## config.mk

```make
export PLATFORM = sky130hd
export DESIGN_NAME = car_position_sequencer
export DESIGN_NICKNAME = d
export VERILOG_FILES = /design/src/rtl/car_position_sequencer.sv
export SDC_FILE = /design/constraint.sdc
export NUM_CORES = 1
export LEC_CHECK = 0
export ABC_AREA = 1
export BUFFER_PORTS_ARGS = -buffer_cell sky130_fd_sc_hd__buf_2
export CAP_MARGIN = 20
export CELL_PAD_IN_SITES_DETAIL_PLACEMENT = 1
export CELL_PAD_IN_SITES_GLOBAL_PLACEMENT = 1
export CORE_UTILIZATION = 35
export CTS_CLUSTER_SIZE = 20
export DETAILED_ROUTE_END_ITERATION = 8
export GPL_TIMING_DRIVEN = 0
export HOLD_SLACK_MARGIN = 0.05
export PLACE_DENSITY_LB_ADDON = 0.1
export SLEW_MARGIN = 20
export SYNTH_ARGS = -nofsm -noshare
export SYNTH_HDL_FRONTEND = slang
export SYNTH_SLANG_ARGS = --single-unit
```

## constraint.sdc

```tcl
create_clock -name clk -period 17.8 [get_ports clk]
set_clock_uncertainty 0.2 [all_clocks]
set_input_delay 0 -clock clk [delete_from_list [all_inputs] [get_ports clk]]
set_output_delay 0 -clock clk [all_outputs]
set_load 0.03 [all_outputs]
```

## src/rtl/car_position_sequencer.sv

```systemverilog
// Car position table: advances every active car once per frame tick, then streams all slots one per cycle.
// Optional CAR_FREEZE_EN adds a freeze input that suppresses movement for the frame it is sampled on.
module car_position_sequencer #(
  parameter int NUM_CARS = 12,
  parameter int X_MAX    = 640,
  parameter int Y_MAX    = 480,
  parameter int SPEED    = 1
) (
  input  logic       clk,
  input  logic       rst,
  input  logic       frame_tick,
  input  logic       spawn_valid,
  output logic       spawn_ready,
  input  logic [3:0] spawn_index,
  input  logic [9:0] spawn_x,
  input  logic [9:0] spawn_y,
  input  logic [1:0] spawn_orient,
`ifdef CAR_FREEZE_EN
  input  logic       freeze,
`endif
  output logic [9:0] carX,
  output logic [9:0] carY,
  output logic [1:0] carOrient,
  output logic [3:0] carIndex,
  output logic       car_valid,
  output logic       scan_done,
  output logic       busy
);

  typedef enum logic [1:0] {S_IDLE, S_UPDATE, S_STREAM, S_DONE} state_t;

  localparam logic [3:0]  LAST_IDX = 4'(NUM_CARS - 1);
  localparam logic [10:0] STEP     = 11'(SPEED);
  localparam logic [10:0] XLIM     = 11'(X_MAX);
  localparam logic [10:0] YLIM     = 11'(Y_MAX);

  state_t     r_state;
  logic [9:0] r_x      [NUM_CARS];
  logic [9:0] r_y      [NUM_CARS];
  logic [1:0] r_orient [NUM_CARS];
  logic [3:0] r_idx;
  logic       r_pending;
  logic       r_from_pending;

  logic        w_frozen;
  logic        w_start;
  logic        w_spawn_ok;
  logic [9:0]  w_cur_x;
  logic [9:0]  w_cur_y;
  logic [1:0]  w_cur_o;
  logic [10:0] w_x_sum;
  logic [10:0] w_y_sum;
  logic [9:0]  w_x_new;
  logic [9:0]  w_y_new;

  assign w_start    = frame_tick || r_pending;
  assign w_spawn_ok = spawn_valid && spawn_ready && (int'(spawn_index) < NUM_CARS);

`ifdef CAR_FREEZE_EN
  logic r_freeze;

  always_ff @(posedge clk or posedge rst) begin
    if (rst) begin
      r_freeze <= 1'b0;
    end else if (r_state == S_IDLE && w_start) begin
      r_freeze <= freeze;
    end
  end

  assign w_frozen = r_freeze;
`else
  assign w_frozen = 1'b0;
`endif

  // Next position of the slot selected by r_idx; sums are 11 bits so the wrap test cannot overflow.
  always_comb begin
    w_cur_x = r_x[r_idx];
    w_cur_y = r_y[r_idx];
    w_cur_o = r_orient[r_idx];
    w_x_sum = {1'b0, w_cur_x} + STEP;
    w_y_sum = {1'b0, w_cur_y} + STEP;
    w_x_new = w_cur_x;
    w_y_new = w_cur_y;
    if (!w_frozen) begin
      if (w_cur_o == 2'd2) begin
        w_x_new = (w_x_sum >= XLIM) ? 10'(w_x_sum - XLIM) : w_x_sum[9:0];
      end
      if (w_cur_o == 2'd1) begin
        w_y_new = (w_y_sum >= YLIM) ? 10'(w_y_sum - YLIM) : w_y_sum[9:0];
      end
    end
  end

  always_ff @(posedge clk or posedge rst) begin
    if (rst) begin
      r_state        <= S_IDLE;
      r_idx          <= '0;
      r_pending      <= 1'b0;
      r_from_pending <= 1'b0;
      spawn_ready    <= 1'b1;
      carX           <= '0;
      carY           <= '0;
      carOrient      <= '0;
      carIndex       <= '0;
      car_valid      <= 1'b0;
      scan_done      <= 1'b0;
      busy           <= 1'b0;
      for (int i = 0; i < NUM_CARS; i++) begin
        r_x[i]      <= '0;
        r_y[i]      <= '0;
        r_orient[i] <= '0;
      end
    end else begin
      if (w_spawn_ok) begin
        r_x[spawn_index]      <= spawn_x;
        r_y[spawn_index]      <= spawn_y;
        r_orient[spawn_index] <= spawn_orient;
      end

      case (r_state)
        S_IDLE: begin
          if (w_start) begin
            r_state        <= S_UPDATE;
            r_idx          <= '0;
            r_from_pending <= r_pending;
            busy           <= 1'b1;
            spawn_ready    <= 1'b0;
          end
        end

        S_UPDATE: begin
          if (frame_tick) r_pending <= 1'b1;
          r_x[r_idx] <= w_x_new;
          r_y[r_idx] <= w_y_new;
          if (r_idx == LAST_IDX) begin
            // Slot 0 is loaded here so car_valid rises the cycle after the last update;
            // the bypass only matters for a single-slot table.
            r_state   <= S_STREAM;
            car_valid <= 1'b1;
            carIndex  <= '0;
            carX      <= (r_idx == 4'd0) ? w_x_new : r_x[0];
            carY      <= (r_idx == 4'd0) ? w_y_new : r_y[0];
            carOrient <= r_orient[0];
            r_idx     <= (NUM_CARS > 1) ? 4'd1 : 4'd0;
          end else begin
            r_idx <= r_idx + 4'd1;
          end
        end

        S_STREAM: begin
          if (frame_tick) r_pending <= 1'b1;
          if (carIndex == LAST_IDX) begin
            r_state   <= S_DONE;
            car_valid <= 1'b0;
            scan_done <= 1'b1;
          end else begin
            carIndex  <= r_idx;
            carX      <= r_x[r_idx];
            carY      <= r_y[r_idx];
            carOrient <= r_orient[r_idx];
            if (r_idx != LAST_IDX) r_idx <= r_idx + 4'd1;
          end
        end

        S_DONE: begin
          // A pending-sourced frame consumes the pending tick; ticks seen meanwhile were dropped.
          if (r_from_pending) begin
            r_pending <= 1'b0;
          end else if (frame_tick) begin
            r_pending <= 1'b1;
          end
          r_state     <= S_IDLE;
          scan_done   <= 1'b0;
          busy        <= 1'b0;
          spawn_ready <= 1'b1;
        end

        default: r_state <= S_IDLE;
      endcase
    end
  end

endmodule

```

; ---- Word-level counts from Yosys, hierarchy flattened
; Index checks and enable logic that the tools add are counted.
; Widths: inputs -> output; s select.
[totals]
register_bits = 302
memories = 0
latchBits = 0
inputBits = 30
out_inout_bits = 30
ram_bits = 0
mem_bits_ro = 0
[op_classes]
div = 0
reduce_logical = 20
mux = 63
shift = 0
multipliers = 0
order_cmp = 7
add_sub_neg = 5
n_eq_ne = 13
bitwise = 2
[op_table]
columns = op, count
row1 = $bwmux 120, 4
row2 = $mux 120, 4
row3 = $mux 10, 16
row4 = $bmux 10 s4, 2
row5 = $demux 10 s4, 2
row6 = $pmux 10 s2, 2
row7 = $bwmux 24, 1
row8 = $mux 4, 6
row9 = $add 10x1->11 const B, 2
row10 = $mux 2, 8
row11 = $pmux 4 s3, 1
row12 = $ge 11x10->1 const B, 1
row13 = $ge 11x9->1 const B, 1
row14 = $ge 5x5->1 const B, 2
row15 = $lt 5x1->1 const B, 2
row16 = $ne 2x2->1 const B, 5
row17 = $not 4->5, 2
row18 = $pmux 1 s2, 5
row19 = $sub 10x10->10 const B, 1
row20 = $sub 10x9->10 const B, 1
row21 = $reduce_and 3->1, 3
row22 = $bmux 2 s4, 1
row23 = $demux 2 s4, 1
row24 = $eq 4x4->1 const B, 2
row25 = other kinds (18), 35

; ---- Logic depth before layout (Yosys ltp)
[depth]
word_depth = 11
mapped_depth = 26
ltp_nobuf = 25

; ---- Least setup slack after synthesis
; OpenSTA, ideal clock, no wires.
[synth_timing]
path_type = reg2reg
from = register r_idx[1]
to = register r_x[27] in the netlist's numbering
arrival_ns = 2.825
stages_incl_launch_ff = 24
slack_ns = 14.658
required_time_ns = 17.483
synth_period_minus_slack_ns = 3.142
cell_sequence = dfrtp_1 -> inv_2 -> clkbuf_1 -> o211ai_1 -> nand2_1 -> nand2_1 -> nand3_1 -> ha_1 -> nand2_1 -> nor2_4 -> nand3_1 -> nand2_1 -> nand2_1 -> inv_1 -> ha_1 -> inv_1 -> nand2_1 -> nand3_1 -> nand2_1 -> nand3_1 -> and2_4 -> buf_6 -> o21ai_1 -> inv_1
[synth_via]
elab_chain_cells = 10
word_cells_on_any_way = 20
cone_classes = 2 x add/sub / 3 x order compare / 1 x eq/ne / 12 x mux / 1 x bitwise / 1 x reduce/logical
[synth_lines]
columns = item, line
row1 = from (decl), 41  ; logic [3:0] r_idx;
row2 = from (signal assigned), 144  ; r_idx <= (NUM_CARS > 1) ? 4'd1 : 4'd0;
row3 = from (signal assigned), 146  ; r_idx <= r_idx + 4'd1;
row4 = from (signal assigned), 161  ; if (r_idx != LAST_IDX) r_idx <= r_idx + 4'd1;
row5 = $not 4->5 (implied by the code) (*), "77, 79, 133"
row6 = $bmux 10 s4, 77  ; w_cur_x = r_x[r_idx];
row7 = $mux 10 (implied by the code) (2 in series), 77
row8 = $add 10x1->11, 80  ; w_x_sum = {1'b0, w_cur_x} + STEP;
row9 = $sub 10x10->10 or $ge 11x10->1 (tied branches), 86  ; w_x_new = (w_x_sum >= XLIM) ? 10'(w_x_sum - XLIM) : w_x_sum[9:0];
row10 = $mux 10, 86
row11 = $mux 10, 85  ; if (w_cur_o == 2'd2) begin
row12 = $bwmux 120 (*), 133  ; r_x[r_idx] <= w_x_new;
row13 = $mux 120 (*), 120  ; case (r_state)
row14 = "to (signal, indexed assignment)", 115  ; r_x[spawn_index] <= spawn_x;
row15 = "to (signal, indexed assignment)", 133
row16 = to (decl), 38  ; logic [9:0] r_x [NUM_CARS];
; Mark *: on every way between the ends. The rest lies on a longest branch, timed or not. The select of a mux whose other input is x is not followed.
; A chain may end at the register's enable or synchronous reset.

; ---- Final worst setup path
[layout_timing]
from = register r_idx[1]
to = register r_x[19] in the netlist's numbering
; Same word-level chain as after synthesis.

==> results_dict.tcl <==
set metrics [dict create \
    run_status "finished, final reports clean" \
    drtIter0Drc 1718 \
    drt_pass1_iterations 5 \
    drv_cap 0 \
    setup_ws_ps 12950 \
    crit_type "flip-flop to flip-flop" \
    io_buffers 58 \
    start_util 0.3569 \
    core_area_um2 50480 \
    die-width_um 228.9 \
    placed_cells 3328 \
    critPathMaxFanout 10 \
    holdPathStages 7 \
    numCtsBuffers 40 \
    hold_start "spawn_valid" \
    grt_remaining_overflow 0 \
    multi_input_area_um2 8502 \
    tightest_slew_ps 990.6 \
    p_leak_nw 10.38 \
    stdcell_count 3431 \
    clock_latency_ps 580 \
    final_common_cell "nand2_1" \
    reg2regPathDepth 18 \
    root_buffer "clkbuf_16" \
    holdPathEnd "r_x[109]$_DFF_PP0_" \
    h-tree-depth 2 \
    avgSynthCellArea_um2 6.942 \
    synth_fp_nets 2641 \
    fin_crit_ps 4851 \
    grt_usage 0.3367 \
    final_cell_mix "711 x nand2_1, 419 x o21ai_0, 301 x dfrtp_1" \
    finalSetupTns_ps 0 \
    synth_cell_types 37 \
    rsz0062_at_grt "false" \
    routed_wl_mm 88.32 \
    postCtsSetupBuffers 0 \
    power_density_nw_per_um2 202.3 \
    rrSetupSlack_ps 12950 \
    grt_pass1_vias 19480 \
    hold_viol 0 \
    cp_data_required_time_ps 18030 \
    vias_per_cell 5.621 \
    yosysWarnings 0 \
    die_h_um 228.9 \
    timing.rr.end "r_x[19]$_DFF_PP0_" \
    synth.ff_latch_count 302 \
    final_nets 2774 \
    cts_tree "done" \
    yosysTopAreaCell "dfrtp_1" \
    finalPower_mw 4.226 \
    layout-drive-gt1-share 0.08412 \
    rows 82 \
    fin_crit_sh 0.2725 \
    synthToLayoutAreaGrowth_pct 15.94 \
    cts_sinks 302 \
    drcViolationCount 0 \
    dp_hpwl_mm 66.62 \
    grt_max_degree 88 \
    fmax_ghz 0.2061 \
    synth_area_um2 18010 \
    io_pins 60 \
    timing.slew.headroom 0.3326 \
    dr_total_vias 19290 \
    regArea_um2 7559 \
    grt_pass1_wl_mm 130.2 \
    vdd_ir_drop_max_v 0.0001001 \
    fillers 6510 \
    synthTopCellsByArea "dfrtp_1 42%, nand2_1 15%, o21ai_0 12%" \
    gp_congestion 0.9706 \
    critPathCaptureType "flip-flop" \
    synth-seq-area-share 0.4196 \
    setup_viol 0 \
    fin_util 0.4137 \
    cp-start-kind "flip-flop" \
    clkTransAtPathRegs_ps 60 \
    final_antenna_net_count 0 \
    hold_class "input port to flip-flop" \
    cp.arrival_ps 5080 \
    die_area_um2 52380 \
    synth_cells 2595 \
    startpoint "r_idx[1]$_DFFE_PP0P_" \
    clk_path_buf_depth 3 \
    synth_top_area_share 0.4181 \
    drv_slew 0 \
    regToRegStartpoint "r_idx[1]$_DFFE_PP0P_" \
    wl_per_cell_um 25.74 \
    dp_slack_ps 13100 \
    antenna_found_initial 0 \
]
flip-flops by register name, summed over array words and instances, names as in the netlist:
| register | flops |
|---|---|
| r_state | 2 |
| r_pending | 1 |
| scan_done | 1 |
| carY | 10 |
| carOrient | 2 |
| r_x | 120 |
| busy | 1 |
| carIndex | 4 |
| r_y | 120 |
| r_idx | 4 |
| car_valid | 1 |
| carX | 10 |
| r_orient | 24 |
| spawn_ready | 1 |
| r_from_pending | 1 |
how the worst max path moves through the flow:
stage / depth (start not counted) / slack, ps / to
4_1_cts: 18 / 13070 / r_x[39]$_DFF_PP0_
2_1_floorplan: 1 / 9260 / busy$_DFFE_PP0P_
3_5_place_dp: 18 / 13100 / r_x[39]$_DFF_PP0_
3_3_place_gp: 2 / 4690 / r_orient[8]$_DFFE_PP0P_
5_1_grt: 22 / 12770 / r_x[8]$_DFF_PP0_
6_report: 18 / 12950 / r_x[19]$_DFF_PP0_
layout make-up:
cell class | count | share of cell area
inverter | 299 | 0.05410
buffer | 176 | 0.04008
tap | 672 | 0.04026
timing repair buffer | 91 | 0.03223
clock buffer | 65 | 0.06069
clock inverter | 7 | 0.003535
antenna | 1 | 0.0001198
multi-input combinational | 1818 | 0.4071
sequential | 302 | 0.3619
power breakdown:
part	switching (mW)	total [mW]	internal (mW)	leakage, nW
Combinational	1.65	2.27	0.622	6.16
Clock	0.343	0.843	0.500	0.660
Sequential	0.161	1.11	0.953	3.56
critical path, cell delays in order (launching register included):
cell	delay [ps]
dfrtp_1	470
inv_2	250
clkbuf_1	670
o211ai_1	250
nand2_1	150
nand2_1	80
nand3_1	360
ha_1	270
nand2_1	120
nor2_4	210
nand4_1	110
nand2_1	130
inv_1	60
ha_1	180
inv_1	50
nand2_1	100
a31oi_1	520
buf_2	380
a21oi_1	110
cells by family (layout without fill, tap and decap cells):
logic type | count (synthesis) | in the layout | share of synthesized area
AO/OA/AOI/OAI | 758 | 758 | 0.2240
flip-flops | 302 | 302 | 0.4196
other | 0 | 1 | 0
adder cells (fa/ha/maj) | 16 | 16 | 0.01111
AND/OR/NAND/NOR | 1042 | 1042 | 0.2354
buffers and inverters | 475 | 638 | 0.1088
multiplexers | 2 | 2 | 0.001111
cell usage after synthesis:
| master | instances |
|---|---|
| o21bai_1 | 1 |
| o22ai_1 | 28 |
| dfstp_2 | 1 |
| buf_6 | 12 |
| nand2_2 | 11 |
| buf_2 | 36 |
| nor2_4 | 3 |
| o21a_1 | 5 |
| inv_1 | 287 |
| nor4_1 | 2 |
| o221ai_1 | 1 |
| clkbuf_1 | 115 |
| inv_2 | 8 |
| a31oi_1 | 20 |
| nor3_1 | 1 |
| and2_4 | 1 |
| o21ai_1 | 53 |
| clkinv_1 | 4 |
| a2bb2oi_1 | 1 |
| nor2_1 | 181 |
| nand3_2 | 14 |
| nand4_1 | 9 |
| dfrtp_1 | 301 |
| a21oi_1 | 167 |
| ha_1 | 16 |
| mux2i_1 | 2 |
| nand3_1 | 100 |
| a211oi_1 | 25 |
| nand2_4 | 2 |
| buf_1 | 2 |
| buf_4 | 11 |
| o211ai_1 | 36 |
| nand2_1 | 711 |
| o21ai_0 | 419 |
| nor2_2 | 7 |
| a22oi_1 | 1 |
| a21oi_2 | 1 |
metrics by stage:
step | hold slack, ps | instance area (um^2)
after floorplan | -45.96 | 18010
after global placement | 104.7 | 19140
after detailed placement | -136.8 | 19230
after CTS | 69.70 | 20880
after global routing | 142.3 | 20880
final | 95.78 | 20890
what timing repair did:
action / in CTS / in global routing
setup endpoints to repair: 0 / 0
gates resized for setup: 0 / 0
hold buffers: 30 / 0
endpoints found under the hold margin: 345 / 0
per-layer routing:
| metal | track usage | share of wire | vias to the layer above |
|---|---|---|---|
| li1 | - | - | 8700 |
| met1 | 0.4536 | 0.44 | 9692 |
| met2 | 0.5474 | 0.46 | 727 |
| met3 | 0.04279 | 0.059 | 167 |
| met4 | 0.1342 | 0.038 | 0 |
| met5 | 0 | 0 | - |
No activity file was read; power rests on OpenSTA's default activity.
